`src/rtl/parity_rr_sched_if.sv`:
```
// Requester/status bus for the shared odd-parity checker.
// The requester side drives req/data/exp_par/clr_cnt; the scheduler drives grants and results.
interface parity_rr_sched_if #(
    parameter int NREQ = 4,
    parameter int DW   = 4,
    parameter int IDW  = 2,
    parameter int CW   = 8
) ();
    logic [NREQ-1:0]    req;
    logic [NREQ*DW-1:0] data;
    logic [NREQ-1:0]    exp_par;
    logic               clr_cnt;

    logic [NREQ-1:0]    gnt;
    logic               busy;
    logic               done;
    logic [IDW-1:0]     done_id;
    logic               par_out;
    logic               err;
    logic [CW-1:0]      err_cnt;

    modport master (
        output req, data, exp_par, clr_cnt,
        input  gnt, busy, done, done_id, par_out, err, err_cnt
    );

    modport slave (
        input  req, data, exp_par, clr_cnt,
        output gnt, busy, done, done_id, par_out, err, err_cnt
    );
endinterface

```
`src/rtl/parity_rr_sched.sv`:
```
// Round-robin scheduler sharing one odd-parity evaluator between NREQ requesters.
// Each check takes IDLE -> CAPT -> CALC; results and a one-cycle done strobe follow.
module parity_rr_sched #(
    parameter int NREQ = 4,
    parameter int DW   = 4,
    parameter int IDW  = 2,
    parameter int CW   = 8
) (
    input  logic               clk,
    input  logic               rst,
    parity_rr_sched_if.slave   bus
);

    localparam logic [1:0] S_IDLE = 2'd0;
    localparam logic [1:0] S_CAPT = 2'd1;
    localparam logic [1:0] S_CALC = 2'd2;

    localparam logic [CW-1:0]  CNT_MAX  = '1;
    localparam logic [IDW-1:0] LAST_IDX = IDW'(NREQ - 1);

    logic [1:0]      r_state;
    logic [IDW-1:0]  r_ptr;
    logic [IDW-1:0]  r_id;
    logic [DW-1:0]   r_data;
    logic            r_exp;
    logic [NREQ-1:0] r_gnt;
    logic            r_busy;
    logic            r_done;
    logic [IDW-1:0]  r_done_id;
    logic            r_par;
    logic            r_err;
    logic [CW-1:0]   r_cnt;

    logic [NREQ-1:0] w_mask;
    logic [NREQ-1:0] w_elig;
    logic            w_found;
    logic [IDW-1:0]  w_win;
    logic [NREQ-1:0] w_win_oh;
    logic [DW-1:0]   w_word;
    logic            w_exp;
    logic [IDW-1:0]  w_ptr_nxt;

    // The requester whose done is still showing must not win again in that same cycle.
    // NOTE: every combinational output gets a default first so no latch is inferred.
    always_comb begin
        w_mask = '0;
        for (int i = 0; i < NREQ; i++) begin
            if (r_done && (r_done_id == IDW'(i))) w_mask[i] = 1'b1;
        end
        w_elig   = bus.req & ~w_mask;
        w_found  = 1'b0;
        w_win    = '0;
        w_win_oh = '0;
        for (int k = 0; k < NREQ; k++) begin
            if (!w_found && w_elig[(int'(r_ptr) + k) % NREQ]) begin
                w_found = 1'b1;
                w_win   = IDW'((int'(r_ptr) + k) % NREQ);
            end
        end
        for (int i = 0; i < NREQ; i++) begin
            if (w_win == IDW'(i)) w_win_oh[i] = w_found;
        end
    end

    always_comb begin
        w_word = '0;
        w_exp  = 1'b0;
        for (int i = 0; i < NREQ; i++) begin
            if (r_id == IDW'(i)) begin
                w_word = bus.data[i*DW +: DW];
                w_exp  = bus.exp_par[i];
            end
        end
    end

    assign w_ptr_nxt = (r_id == LAST_IDX) ? '0 : r_id + 1'b1;

    // NOTE: control/state uses non-blocking assignments only; sequential blocks never use '='.
    always_ff @(posedge clk) begin
        if (rst) begin
            r_state   <= S_IDLE;
            r_ptr     <= '0;
            r_gnt     <= '0;
            r_busy    <= 1'b0;
            r_done    <= 1'b0;
            r_done_id <= '0;
            r_par     <= 1'b0;
            r_err     <= 1'b0;
            r_cnt     <= '0;
        end else begin
            r_done <= 1'b0;
            case (r_state)
                S_IDLE: begin
                    if (w_found) begin
                        r_gnt   <= w_win_oh;
                        r_busy  <= 1'b1;
                        r_state <= S_CAPT;
                    end
                end
                S_CAPT: begin
                    r_state <= S_CALC;
                end
                S_CALC: begin
                    r_par     <= ^r_data;
                    r_err     <= (^r_data) ^ r_exp;
                    r_done    <= 1'b1;
                    r_done_id <= r_id;
                    r_gnt     <= '0;
                    r_busy    <= 1'b0;
                    r_ptr     <= w_ptr_nxt;
                    r_state   <= S_IDLE;
                end
                default: begin
                    r_gnt   <= '0;
                    r_busy  <= 1'b0;
                    r_state <= S_IDLE;
                end
            endcase

            // Clear beats a coincident error; the count sticks at its maximum.
            if (bus.clr_cnt) begin
                r_cnt <= '0;
            end else if (r_done && r_err && (r_cnt != CNT_MAX)) begin
                r_cnt <= r_cnt + 1'b1;
            end
        end
    end

    // NOTE: pure datapath registers carry no reset; they are always written before being read.
    always_ff @(posedge clk) begin
        if (r_state == S_IDLE && w_found) r_id <= w_win;
        if (r_state == S_CAPT) begin
            r_data <= w_word;
            r_exp  <= w_exp;
        end
    end

    assign bus.gnt     = r_gnt;
    assign bus.busy    = r_busy;
    assign bus.done    = r_done;
    assign bus.done_id = r_done_id;
    assign bus.par_out = r_par;
    assign bus.err     = r_err;
    assign bus.err_cnt = r_cnt;

endmodule

```
`src/flat_wrapper.sv`:
```
// flat-port wrapper written by rule: the top's interface ports become plain ports
module parity_rr_sched_flat 
#(
    parameter int NREQ = 4,
    parameter int DW   = 4,
    parameter int IDW  = 2,
    parameter int CW   = 8
)
  (clk, rst, bus_req, bus_data, bus_exp_par, bus_clr_cnt, bus_gnt, bus_busy, bus_done, bus_done_id, bus_par_out, bus_err, bus_err_cnt);
  parity_rr_sched_if #(.NREQ(NREQ), .DW(DW), .IDW(IDW), .CW(CW)) bus_i ();
  input  logic clk;
  input  logic rst;
  input wire logic [$bits(bus_i.req)-1:0] bus_req;
  input wire logic [$bits(bus_i.data)-1:0] bus_data;
  input wire logic [$bits(bus_i.exp_par)-1:0] bus_exp_par;
  input wire logic [$bits(bus_i.clr_cnt)-1:0] bus_clr_cnt;
  output wire logic [$bits(bus_i.gnt)-1:0] bus_gnt;
  output wire logic [$bits(bus_i.busy)-1:0] bus_busy;
  output wire logic [$bits(bus_i.done)-1:0] bus_done;
  output wire logic [$bits(bus_i.done_id)-1:0] bus_done_id;
  output wire logic [$bits(bus_i.par_out)-1:0] bus_par_out;
  output wire logic [$bits(bus_i.err)-1:0] bus_err;
  output wire logic [$bits(bus_i.err_cnt)-1:0] bus_err_cnt;
  assign bus_i.req = bus_req;
  assign bus_i.data = bus_data;
  assign bus_i.exp_par = bus_exp_par;
  assign bus_i.clr_cnt = bus_clr_cnt;
  assign bus_gnt = bus_i.gnt;
  assign bus_busy = bus_i.busy;
  assign bus_done = bus_i.done;
  assign bus_done_id = bus_i.done_id;
  assign bus_par_out = bus_i.par_out;
  assign bus_err = bus_i.err;
  assign bus_err_cnt = bus_i.err_cnt;
  parity_rr_sched #(.NREQ(NREQ), .DW(DW), .IDW(IDW), .CW(CW)) u_core (.clk(clk), .rst(rst), .bus(bus_i));
endmodule
```
`config.mk`:
```
export PLATFORM = sky130hd
export DESIGN_NAME = parity_rr_sched_flat
export DESIGN_NICKNAME = d
export VERILOG_FILES = /design/src/rtl/parity_rr_sched_if.sv /design/src/rtl/parity_rr_sched.sv /design/src/flat_wrapper.sv
export SDC_FILE = /design/constraint.sdc
export NUM_CORES = 1
export LEC_CHECK = 0
export ABC_AREA = 1
export CAP_MARGIN = 10
export CORE_UTILIZATION = 48
export DETAILED_ROUTE_END_ITERATION = 8
export PLACE_DENSITY = 0.79
export SYNTH_ARGS = -nofsm -noshare
export SYNTH_HDL_FRONTEND = slang
export SYNTH_SLANG_ARGS = --single-unit
```
`constraint.sdc`:
```
create_clock -name clk -period 1.65 [get_ports clk]
set_input_delay 0.33 -clock clk [delete_from_list [all_inputs] [get_ports clk]]
set_output_delay 0.33 -clock clk [all_outputs]
set_load 0.005 [all_outputs]
```
* Yosys cells after proc, flatten, opt, wreduce, memory -nomap -nowiden
Cells that the tools add are included. W data, S select, Z words.
Word-level totals: bits in registers 29, input port bits 27
Operators by class: add/subtract/negate cells 5, order comparisons 4, equality and inequality tests 13, muxes and demuxes 43, bitwise logic cells 7, reduce and logical (&&, ||, !) cells 23
Operators by type and width (number):
- $mux W1 | 25
- $mux W4 | 5
- $eq A2 B2 Y1 const B | 7
- $lt A3 B4 Y1 const B | 3
- $mux W2 | 6
- $logic_and A1 B1 Y1 | 10
- $add A8 B1 Y8 const B | 1
- $bmux W1 S2 | 4
- $eq A2 B1 Y1 const B | 4
- $logic_not A2 Y1 | 4
- $ne A8 B8 Y1 const B | 1
- $pmux W4 S2 | 1
- $reduce_or A2 Y1 | 4
- $add A2 B1 Y2 const B | 2
- $add A2 B2 Y2 const B | 2
- $and A4 B4 Y4 | 1
- $not A4 Y4 | 1
- $pmux W2 S2 | 1
- $reduce_xor A4 Y1 | 1
- $and A1 B1 Y1 const A | 3
- $logic_not A1 Y1 | 3
- $lt A2 B3 Y1 const B | 1
- $ne A2 B1 Y1 const B | 1
- $pmux W1 S2 | 1
- other kinds (3) | 3

* Depth between registers and ports, before layout
Gate-level depths: netlist of run 1.
word-level depth 21, gate-level depth with buffers 12, mapped depth without buffers 12

* Worst setup path before layout of run 1
Ideal clock, no wire load.
path type flip-flop to flip-flop, start point register u_core.r_cnt[0] (netlist: u_core.bus.err_cnt[0]), end point register u_core.r_cnt[7] (netlist: u_core.bus.err_cnt[7]), data arrival time 1425 ps, data required time 1534 ps, slack 108 ps, cell stages (with the launch flop) 12, path through dfxtp_1 -> ha_1 -> nand3_1 -> nor2_1 -> nand2_1 -> and3_1 -> buf_2 -> nand4_1 -> inv_2 -> nand3_1 -> o21ai_1 -> a21oi_1
Between the ends: cells in the longest elaborated chain, start to end 2, elaborated cells on any way between the ends 3, those cells by class add/sub: 1; eq/ne: 1; reduce/logical: 1
RTL lines:
- from (decl) | RTL line parity_rr_sched.sv:32 | logic [CW-1:0] r_cnt;
- from (signal assigned) | RTL line parity_rr_sched.sv:124 | r_cnt <= r_cnt + 1'b1;
- branches (longest 2 deep; another with $add A8 B1 Y8)
Parallel ways; which one is timed is not known. A chain may end at the register's enable or synchronous reset.

* Final worst setup path of run 1
start point register u_core.r_done_id[1] (netlist: u_core.bus.done_id[1]), end point register u_core.r_gnt[0] (netlist: u_core.bus.gnt[0])
Between the ends: cells in the longest elaborated chain, start to end 21, elaborated cells on any way between the ends 45, those cells by class eq/ne: 4; mux: 26; bitwise: 2; reduce/logical: 13
RTL lines:
- from (decl) | RTL line parity_rr_sched.sv:29 | logic [IDW-1:0] r_done_id;
- from (signal assigned) | RTL line parity_rr_sched.sv:107 | r_done_id <= r_id;
- $eq A2 B1 Y1, or another cell as far along | RTL line parity_rr_sched.sv:48 | if (r_done && (r_done_id == IDW'(i))) w_mask[i] = 1'b1;
- $logic_and A1 B1 Y1 | RTL line parity_rr_sched.sv:48
- $mux W1 | RTL line parity_rr_sched.sv:48
- $not A4 Y4 * | RTL line parity_rr_sched.sv:50 | w_elig = bus.req & ~w_mask;
- $and A4 B4 Y4 * | RTL line parity_rr_sched.sv:50
- $bmux W1 S2 | RTL line parity_rr_sched.sv:55 | if (!w_found && w_elig[(int'(r_ptr) + k) % NREQ]) begin
- $mux W1 (implied by the code) | RTL line parity_rr_sched.sv:55
- $mux W1 | RTL line parity_rr_sched.sv:55
- [5 not listed]
- $mux W1 | RTL line parity_rr_sched.sv:55
- $logic_not A1 Y1 | RTL line parity_rr_sched.sv:55
- $logic_and A1 B1 Y1 | RTL line parity_rr_sched.sv:55
- $mux W2 | RTL line parity_rr_sched.sv:55
- $logic_not A2 Y1 | RTL line parity_rr_sched.sv:61 | if (w_win == IDW'(i)) w_win_oh[i] = w_found;
- $mux W1 | RTL line parity_rr_sched.sv:61
- $mux W4 | RTL line parity_rr_sched.sv:94 | if (w_found) begin
- $pmux W4 S2 | RTL line parity_rr_sched.sv:92 | case (r_state)
- to (signal assigned) | RTL line parity_rr_sched.sv:95 | r_gnt <= w_win_oh;
- to (decl) | RTL line parity_rr_sched.sv:26 | logic [NREQ-1:0] r_gnt;
Every way passes the cells marked *; elsewhere a longest branch is shown, timed or not. The select of a mux whose other input is x is not followed.

==> impl_metrics.toml, run 1 <==
[timing]
final_max_slew_viol_count = 0
min_period_ns = 1.60
final.setup.tns_ns = 0
whs_ns = 0.469
fmax_mhz = 626
worstMarginPinSlew_ns = 0.399
finalHoldViolCount = 0
fin_worst_skew_ns = 0.00638
setup_viol = 0
rsz0062_at_grt = "true"
slew-limit-headroom = 0.733
fin_crit_sh = 0.968

[clock_network]
clkTransAtPathRegs_ns = 0.10
hold_buffers = 0
clk_latency_ns = 0.33
cts_root_buffer = "clkbuf_4"
cts.sinks = 29
cts-htree-levels = 2
cts_buffers = 5
cts_tree = "done"
cts.path.max_buffers = 2

[placed_design]
dp_cells = 334
io_buffers = 44
placed_cell_area_mm2 = 0.00225
place_congestion = 0.840
dpl.hpwl_mm = 3.03

[global_route]
grtUsageTotal = 0.226
grt_pass1_vias = 1448
antenna_found_initial = 0
grt_start_max_net_pins = 10
grt-ovfl-total = 0
grt_pass1_wl_mm = 6.06

[yosys]
synth_cell_types = 31
syn_area_mm2 = 0.00167
ys_seq_area_frac = 0.390
synth_warnings = 0
ys_ff_latch = 29
synth-async-reset-ratio = 0
synth_edf_count = 7
synthCells = 234
syn_nets = 266
synth_flop_cell = "dfxtp_1"
syn_area_per_cell_um2 = 7.13

[layout]
syn2layout_area_growth_pct = 52.1
antenna_cells = 0
stdcell_area_mm2 = 0.00254
final_layout_size_suffix_gt1_frac = 0.253
final_cells = 343
nets = 328

[power_and_ir_drop]
swShare = 0.343
ir_worst_vdd_mv = 0.635
p_int_uw = 1560
powerDensity_mw_per_mm2 = 935
power.total_uw = 2370
combPwrFrac = 0.370
leakagePower_uw = 0.00108
p_sw_uw = 813
pwr-share-clk = 0.242
power_frac_seq = 0.388

[worst_setup_path]
arrival_ns = 1.87
critical_path_peak_fanout = 6
r2r-start = "u_core.bus.done_id[1]"
r2r_slack_ns = 0.05
reg2reg_depth = 10
crit_type = "reg2reg"
max_stage_delay_ns = 0.40
crit_chain = "inv_1, nand3_2, nand3_2, nand3_1, nand2_2, nand3_4, nor2_4, nor2_1, nand3_1, a21oi_1"
cpMaxStageDelayCell = "dfxtp_4"
crit_required_ns = 1.92
worst_r2r_endpoint = "u_core.bus.gnt[0]"
cp_num_buf_inv = 1
timing.critical_path.from = "u_core.bus.done_id[1]"
critPathCaptureType = "flip-flop"
critical-path-top-delay-family = "simple AND/OR/NAND/NOR gates"
start_kind = "flip-flop"

[hold_path]
hp-class = "reg2reg"
worstHoldStart = "u_core.bus.err_cnt[7]"
holdPathStages = 2
min_to = "u_core.bus.err_cnt[7]"

[die]
initial_core_util = 0.500
die-height_um = 60.9
core_mm2 = 0.00334
row_count = 21
die_w_um = 60.9
num_io_pins = 45
fp.dieArea_mm2 = 0.00371

[detailed_routing]
drc = 0
drt-pass1-iter-count = 4
wl_per_cell_um = 12.5
drt-vias-per-instance = 5.16
ant_nets = 0
drt_iter0_drc = 101
vias = 1769
routed_wl_mm = 4.30

[outcome]
status = "finished clean"

[run]
maxCapViolations = 0
## logic make-up after synthesis
group / Yosys count / share of synthesized area
and+or+nand+nor: 123 / 0.330
AOI/OAI and AO/OA: 39 / 0.131
buffers and inverters: 33 / 0.0803
DFF: 29 / 0.390
xor gates and xnor gates: 5 / 0.0308
adders and majority gates: 5 / 0.0375
## routing by layer
layer / routed length (µm) / vias up / track usage
li1: - / 901 / -
met1: 1790 / 788 / 0.264
met2: 2140 / 55 / 0.396
met3: 221 / 25 / 0.0640
met4: 142 / 0 / 0.0779
met5: 0 / - / 0
## power by group through the flow
stage	clock [µW]	combinational, µW	sequential, µW
6_report	573	879	921
5_1_grt	613	980	934
4_1_cts	576	794	913
3_5_place_dp	0	782	927
3_3_place_gp	0	777	925
2_1_floorplan	0	518	912
## synth_stat cells (2+ instances only)
| cell type | instances | share of area |
|---|---|---|
| a21oi_1 | 23 | 0.069 |
| inv_1 | 28 | 0.063 |
| o21ai_0 | 7 | 0.021 |
| xor2_1 | 2 | 0.011 |
| xnor2_1 | 2 | 0.011 |
| nand2_1 | 58 | 0.13 |
| o21ai_1 | 2 | 0.0060 |
| dfxtp_1 | 22 | 0.26 |
| nand4_1 | 4 | 0.015 |
| nor2_1 | 22 | 0.050 |
| a21oi_2 | 3 | 0.016 |
| nand3_1 | 31 | 0.093 |
| buf_2 | 2 | 0.0060 |
| ha_1 | 5 | 0.038 |
| edfxtp_1 | 7 | 0.13 |
## worst max-delay path by stage
| stage | to | slack, ns | cells after the start |
|---|---|---|---|
| 3_3_place_gp | u_core.r_id[1] | -0.17 | 7 |
| 2_1_floorplan | u_core.bus.err_cnt[7] | 0.11 | 11 |
| 5_1_grt | u_core.bus.gnt[3] | -0.09 | 11 |
| 3_5_place_dp | u_core.r_id[0] | -0.21 | 7 |
| 4_1_cts | bus_err_cnt[0] | 0.008 | 2 |
| 6_report | u_core.bus.gnt[0] | 0.05 | 10 |
## worst register-to-register path, cell delays in order, from the launching register on
cell and delay, ns:
dfxtp_4 0.40, inv_1 0.06, nand3_2 0.08, nand3_2 0.13
nand3_1 0.16, nand2_2 0.09, nand3_4 0.11, nor2_4 0.04
nor2_1 0.22, nand3_1 0.11, a21oi_1 0.14
## per-stage QoR
stage / setup WS, ns / util
floorplan: 0.108 / -
global placement: -0.166 / 0.673
detailed placement: -0.211 / 0.673
CTS: 0.00758 / 0.700
global route: -0.0899 / 0.760
finish: 0.0527 / 0.760
## layout make-up
cell class / instances / area, µm²
clock inverters: 2 / 33.8
inverters: 29 / 109
flip-flops and latches: 29 / 674
clock buffers: 6 / 41.3
fillers: 248 / 800
multi-input cells: 172 / 1060
repair buffers: 59 / 566
well taps: 46 / 57.6
## sequential cells by signal (all words and copies together) (netlist names)
signal and cells:
u_core.r_data 4, u_core.bus.busy 1, u_core.bus.par_out 1, u_core.r_state 2, u_core.r_exp 1, u_core.bus.err 1, u_core.bus.done_id 2, u_core.r_id 2
u_core.bus.done 1, u_core.r_ptr 2, u_core.bus.gnt 4, u_core.bus.err_cnt 8
## timing repair
item,in CTS,in global routing
hold endpoints to repair,0,0
buffers inserted,0,1
gates resized for setup,4,53
pin swaps,1,9
setup endpoints to repair,5,20
## cell usage in the layout (no fill, tap or decap), types with 2 or more instances in the layout
master | netlist | layout
a21oi_1 | 23 | 23
a21oi_2 | 3 | 3
buf_4 | 0 | 14
clkbuf_4 | 0 | 5
clkdlybuf4s50_1 | 0 | 42
dfxtp_1 | 22 | 13
dfxtp_2 | 0 | 4
dfxtp_4 | 0 | 5
dlymetal6s2s_1 | 0 | 2
edfxtp_1 | 7 | 7
ha_1 | 5 | 4
inv_1 | 28 | 27
inv_2 | 1 | 2
nand2_1 | 58 | 50
nand2_2 | 1 | 8
nand2_4 | 1 | 2
nand3_1 | 31 | 14
nand3_2 | 0 | 16
nand3_4 | 1 | 2
nand4_1 | 4 | 4
nor2_1 | 22 | 17
nor2_2 | 1 | 5
nor2_4 | 1 | 2
o21ai_0 | 7 | 7
o21ai_1 | 2 | 2
xor2_1 | 2 | 2
(Power assumes the default switching activity.)
==> inputs of run 2 (changes only) <==
--- a/config.mk
+++ b/config.mk
@@ -7,9 +7,12 @@
 export LEC_CHECK = 0
 export ABC_AREA = 1
 export CAP_MARGIN = 10
-export CORE_UTILIZATION = 48
+export CELL_PAD_IN_SITES_DETAIL_PLACEMENT = 0
+export CELL_PAD_IN_SITES_GLOBAL_PLACEMENT = 1
+export CORE_UTILIZATION = 34
 export DETAILED_ROUTE_END_ITERATION = 8
-export PLACE_DENSITY = 0.79
+export PLACE_DENSITY_LB_ADDON = 0.1
 export SYNTH_ARGS = -nofsm -noshare
 export SYNTH_HDL_FRONTEND = slang
 export SYNTH_SLANG_ARGS = --single-unit
+export TNS_END_PERCENT = 30
==> impl_metrics.toml, run 2 (synthesis gave the netlist of run 1 again) <==
[outcome]
status = "finished clean"

[worst_setup_path]
critPathCaptureType = "flip-flop"
arrival_ns = 1.85
start_kind = "flip-flop"
crit_chain = "buf_4, xor2_4, nand3_2, nand2_2, nand3_4, inv_1, nand3_1, nand2_1, nand3_1, a21oi_2"
cp_num_buf_inv = 2
cpMaxStageDelayCell = "dfxtp_4"
r2r-start = "u_core.r_ptr[0]"
timing.critical_path.from = "u_core.r_ptr[0]"
worst_path_most_repeated_cell = "nand3_1"
crit_type = "reg2reg"
crit_required_ns = 1.86
critical-path-top-delay-family = "simple AND/OR/NAND/NOR gates"
max_stage_delay_ns = 0.37
critical_path_peak_fanout = 5

[detailed_routing]
drt-vias-per-instance = 4.56
drt-pass1-iter-count = 4
drt_iter0_drc = 72
wl_per_cell_um = 11.0
drc = 0
vias = 1693
routed_wl_mm = 4.07
ant_nets = 0

[layout]
finish.utilization = 0.539
antenna_cells = 0
final_layout_size_suffix_gt1_frac = 0.237
syn2layout_area_growth_pct = 52.6
final_cells = 371
n_fill_cell = 478
stdcell_area_mm2 = 0.00254
largest_register_ffs = 8
final_common_cell = "nand2_1"
final_cell_mix = "nand2_1, clkdlybuf4s50_1, inv_1"
nets = 335

[global_route]
grt_util_met3 = 0.0417
grt_pass1_wl_mm = 6.67
grt-ovfl-total = 0
met2_usage = 0.262
grt_util_met1 = 0.218
grtUsageTotal = 0.163
grt_start_max_net_pins = 11
grt_pass1_vias = 1534
antenna_found_initial = 0
busiest_layer = "met2"

[clock_network]
cts-htree-levels = 2
cts_buffers = 5
cts.path.max_buffers = 2
cts_root_buffer = "clkbuf_8"
hold_buffers = 0
cts_tree = "done"
clkTransAtPathRegs_ns = 0.07
clk_latency_ns = 0.28
cts.sinks = 29

[timing]
fin_worst_skew_ns = 0.00906
fin_ws_ns = 0.00869
worstMarginPinSlew_ns = 0.392
final_max_slew_viol_count = 0
fin_crit_sh = 0.995
whs_ns = 0.468
slew-limit-headroom = 0.738
setup_viol = 0
min_period_ns = 1.64
finalHoldViolCount = 0
rsz0062_at_grt = "true"
fmax_mhz = 609

[placed_design]
post-place-ws_ns = -0.232
place_congestion = 0.784
io_buffers = 44
dpl.hpwl_mm = 3.08
dp_cells = 360
placed_cell_area_mm2 = 0.00231

[die]
num_io_pins = 45
fp.dieArea_mm2 = 0.00519
die_w_um = 72.0
die-height_um = 72.0
row_count = 25
initial_core_util = 0.353
core_mm2 = 0.00472

[power_and_ir_drop]
powerDensity_mw_per_mm2 = 936
leakagePower_uw = 0.00107
ir_worst_vdd_mv = 0.429

[hold_path]
worstHoldStart = "u_core.bus.err_cnt[7]"
hp-class = "reg2reg"

[run]
maxCapViolations = 0
## run 2: changes by cell type in the layout (fill, tap and decap cells not counted), moves of 3 or more
cell	previous run	this run
nand3_2	16	12
nand2_1	50	53
nor2_1	17	20
dfxtp_1	13	17
nand3_1	14	19
clkbuf_4	5	0
nor2_2	5	2
buf_4	14	22
clkbuf_8	0	5
## run 2: where the power goes
part	internal (µW)	switching, µW	total (µW)	leakage [µW]
Combinational	406	481	887	0.000771
Sequential	849	75.5	924	0.000251
Clock	291	279	570	0.0000482
Total	1550	835	2380	0.00107
## run 2: cell type report
cell class	count	area (µm²)	share of cell area
inverters	29	113	0.0442
repair buffers	66	606	0.238
flip-flops and latches	29	664	0.261
clock buffers	5	68.8	0.0270
multi-input cells	172	993	0.390
well taps	67	83.8	0.0329
clock inverters	3	16.3	0.00639
## run 2: worst min-delay path, stage by stage, from the launching register on
cell     delay, ns
dfxtp_1       0.33
inv_1         0.05
a21oi_1       0.05
## run 2: stage by stage
stage,total power (µW),setup TNS (ns)
6_report,2380,0
5_1_grt,2560,-0.298
4_1_cts,2330,0
3_5_place_dp,1740,-1.93
3_3_place_gp,1750,-1.71
2_1_floorplan,1430,0
## run 2: repair_timing
| action | 4_1_cts | 5_1_grt |
|---|---|---|
| pin swaps | 0 | 2 |
| endpoints found under the setup margin | 6 | 14 |
| cloned | 0 | 0 |
| gates resized for setup | 3 | 33 |
| buffers inserted | 0 | 3 |
## run 2: worst paths after layout
path / cells after the start / slack, ns / endpoint
worst max-delay path: 10 / 0.009 / u_core.bus.gnt[1]
worst min-delay path: 2 / 0.47 / u_core.bus.err_cnt[7]
worst max register to register: 10 / 0.009 / u_core.bus.gnt[1]
worst min register to register: 2 / 0.47 / u_core.bus.err_cnt[7]
## run 2: metal layers
metal  vias to the layer above  wire, µm
li1                        909         -
met1                       748      2050
met2                        31      1850
met3                         5       133
met4                         0        34
met5                         -         0
